$ cat src/rtl/hdc_lfsr.sv
// rtl/hdc_lfsr.sv - free-running Fibonacci LFSR bit source; optional lock-up escape via LFSR_LOCKUP_GUARD_EN
module hdc_lfsr #(
    parameter int               WIDTH = 16,
    parameter logic [WIDTH-1:0] SEED  = 16'b1001010010110101,
    parameter logic [WIDTH-1:0] TAPS  = 16'hB400
) (
    input  logic clk,
    input  logic nrst,
    output logic out
);

    logic [WIDTH-1:0] state;
    logic             fb;

    always_comb begin
        fb = ^(state & TAPS);
`ifdef LFSR_LOCKUP_GUARD_EN
        // Injecting a 1 only when the register is all zeros leaves every nonzero trajectory untouched.
        fb = fb ^ (state == '0);
`endif
    end

    always_ff @(posedge clk or negedge nrst) begin
        if (!nrst) begin
            state <= SEED;
        end else begin
            state <= {state[WIDTH-2:0], fb};
        end
    end

    assign out = state[WIDTH-1];

endmodule

$ cat config.mk
export PLATFORM = sky130hd
export DESIGN_NAME = hdc_lfsr
export DESIGN_NICKNAME = d
export VERILOG_FILES = /design/src/rtl/hdc_lfsr.sv
export SDC_FILE = /design/constraint.sdc
export NUM_CORES = 1
export LEC_CHECK = 0
export ABC_AREA = 0
export BUFFER_PORTS_ARGS = -buffer_cell sky130_fd_sc_hd__buf_4
export CORE_AREA = 2 2 39 41
export DETAILED_ROUTE_END_ITERATION = 6
export DIE_AREA = 0 0 41 43
export PLACE_DENSITY = 0.58
export SKIP_CTS_REPAIR_TIMING = 1
export SLEW_MARGIN = 20
export SYNTH_ARGS = -nofsm -noshare
export SYNTH_HDL_FRONTEND = slang
export SYNTH_SLANG_ARGS = --single-unit
$ cat constraint.sdc
create_clock -name clk -period 1 [get_ports clk]
set_input_delay 0.1 -clock clk [delete_from_list [all_inputs] [get_ports clk]]
set_output_delay 0.1 -clock clk [all_outputs]
set_load 0.005 [all_outputs]
; Yosys cells after proc, flatten, opt, wreduce, memory -nomap -nowiden
; Cells that the tools add are included.
[classes]
reduce_logical = 1
[op_table]
columns = op, count
row1 = 16-bit parity, 1
[totals]
reg_bits = 16
in_bits = 2
out_inout_bits = 1
elab_cells = 2

; Longest topological paths before layout
[logic_depth]
depth_word = 1
depth_mapped = 2

; Worst setup path after synthesis
; OpenSTA, ideal clock, no wires.
[synth_timing]
path_kind = register -> register
from = register state[15]
to = register state[0]
setup_time_ns = 0.075
arrival_ns = 0.812
required_ns = 0.925
slack_ns = 0.113
stages_incl_launch_ff = 3
path_buffers = 0
cell_sequence = dfstp_2 xor2_1 xnor2_1
[synth_between]
elab_chain_len = 1
[synth_lines]
columns = item, line_no
row1 = "start, declared", 12  ; logic [WIDTH-1:0] state;
row2 = "start signal, assigned", 27  ; state <= {state[WIDTH-2:0], fb};
row3 = 16-bit parity, 16  ; fb = ^(state & TAPS);
row4 = net fb, 13  ; logic fb;
; The timed path passes the listed nets, and every way through them passes these cells.

; Worst setup path after layout
[layout_timing]
from = register state[15]
to = output port out
[layout_lines]
columns = item, line_no
row1 = "end, declared", 9  ; output logic out
; No word-level cell between the ends.

==> qor.txt <==
Status = finished, violations left
Violated checks = setup timing
H-tree levels = 1
Leak = 0.243 nW
DRT iter0 DRCs = 0
Slowest cell on crit path = dfstp_2
Sequential element share of the synthesized area = 0.940
Clock skew = 5.77 ps
Filler cells = 133
Global-route wire length before repair = 931 microns
Number of global-route vias before repair = 181
Final #Nets = 29
Routed via count = 162
Mapped Cells = 19
CTS Buffer Depth = 2
Pre-antenna DRT Iters = 1
Most frequent cells in the layout = dfstp_2, dfrtp_1, clkbuf_4
Largest net degree at the start of global routing = 17
Final Critical Period = 1040 ps
Max reg flops = 16
Ratio of cells with drive above 1 in the final layout = 0.538
Yosys Warn Count = 0
Maximum VDD drop = 0.685 mV
Max Cap Viol = 0
I/O Pins = 3
Die X = 41 microns
Cell family with most CP delay = flip-flops
Cts bufs inserted = 3
Hold Path Class = input pin to async pin
Area grow syn2layout = 19.5%
Tcrit/Tclk final = 1.04
GRT Overall Usage = 0.0938
PD cells = 2060 nW/um^2
Worst Path Max Fanout = 2
WL final = 515 microns
Library cells used by synthesis = 4
Vias per inst = 3.86
Synthesized cell area = 437 sq um
Final core occ = 0.377
Syn_nets = 21
Worst Path Buf+Inv = 1
Final setup vio count = 1
Routability-driven placement congestion ratio = 0.605
Crit-path max cell delay = 560 ps
PortBufs = 2
Top flop regs = state (16)
Clk Latency, worst-skew pair = 280 ps
CP Launch Type = register
Avg Cell Area, Syn = 23.0 sq um
Hold WS = 190 ps
Worst EP arrival = 940 ps
Fmax = 964 MHz
Unrepaired setup endpoints after global routing = true
CTS Sinks = 16
Routed Antenna Nets = 0
Relative slew slack = 0.869
Core area = 1380 sq um
Seq cells post-synth = 16
Fin. Hold Viols = 0
Initial antenna violation count = 0
Storage cell area = 410 sq um
Die height = 43 microns
CP cell instances = buf_6
Final worst setup slack = -36.9 ps
Biggest register = state
Actual slew at the worst max-slew pin = 194 ps
Critical path required time = 900 ps
Diode count = 0
Multi-input logic area = 26.3 sq um
CP Capture Type = output pin
Drc violations = 0
Clock slew at reported path FFs = 90 ps
Initial core utilization = 0.316
Full die area = 1760 sq um
CTS tree = built
Avg WL per Cell = 12.3 microns
Crit path kind = register to output pin
Max-slew violations = 0
Global route overflow = 0
Clock root cell = clkbuf_4
Standard-cell rows = 14
==> final cells by class <==
type                    count  share of cell area
multi-input cells           3              0.0504
clock buffers               4              0.0695
flip-flops and latches     16               0.787
repair buffers              3              0.0552
well taps                  16              0.0384
==> metrics by stage <==
step,total power [W],setup TNS (ps),setup WS [ps],cell area [sq um],std cells
finish,0.00108,-36.9,-36.9,522,42
global route,0.00115,-131,-102,522,42
CTS,0.00109,-62.9,-62.9,508,41
detailed placement,0.000674,0,69.8,472,37
global placement,0.000673,0,63.1,472,37
floorplan,0.000660,0,113,437,19
==> report_power, final <==
part	internal (W)	switching, W
combinational	0.00000522	0.0000110
clock	0.000222	0.000189
sequential	0.000648	0
==> routing by layer <==
metal | up-vias | GRT usage | wire length (microns)
met5 | - | 0 | 0
met4 | 0 | 0.0800 | 0
met3 | 0 | 0.0785 | 36
met2 | 5 | 0.0969 | 231
met1 | 87 | 0.116 | 247
li1 | 70 | - | -
==> final timing paths <==
path	startpoint	cells after the start	endpoint	slack, ps
max	state[15]	1	out	-40
min	nrst	2	state[13]	190
max reg2reg	state[15]	2	state[0]	20
min reg2reg	state[9]	0	state[10]	360
max in group asynchronous	nrst	2	state[4]	570
min in group clk	state[9]	0	state[10]	360
==> cells in the mapped netlist <==
| cell | number | share of area |
|---|---|---|
| dfrtp_1 | 8 | 0.46 |
| dfstp_2 | 8 | 0.48 |
| xnor2_1 | 2 | 0.040 |
| xor2_1 | 1 | 0.020 |
==> cell families after synthesis <==
kind of cell              share of synthesized area
xor gates and xnor gates                     0.0602
DFF                                           0.940
==> worst register-to-register path, delay by kind of cell, from the launching register on <==
family,cells,cell delay [ps]
DFF,1,560
xor gates and xnor gates,2,340
No activity file was read; power rests on OpenSTA's default activity.
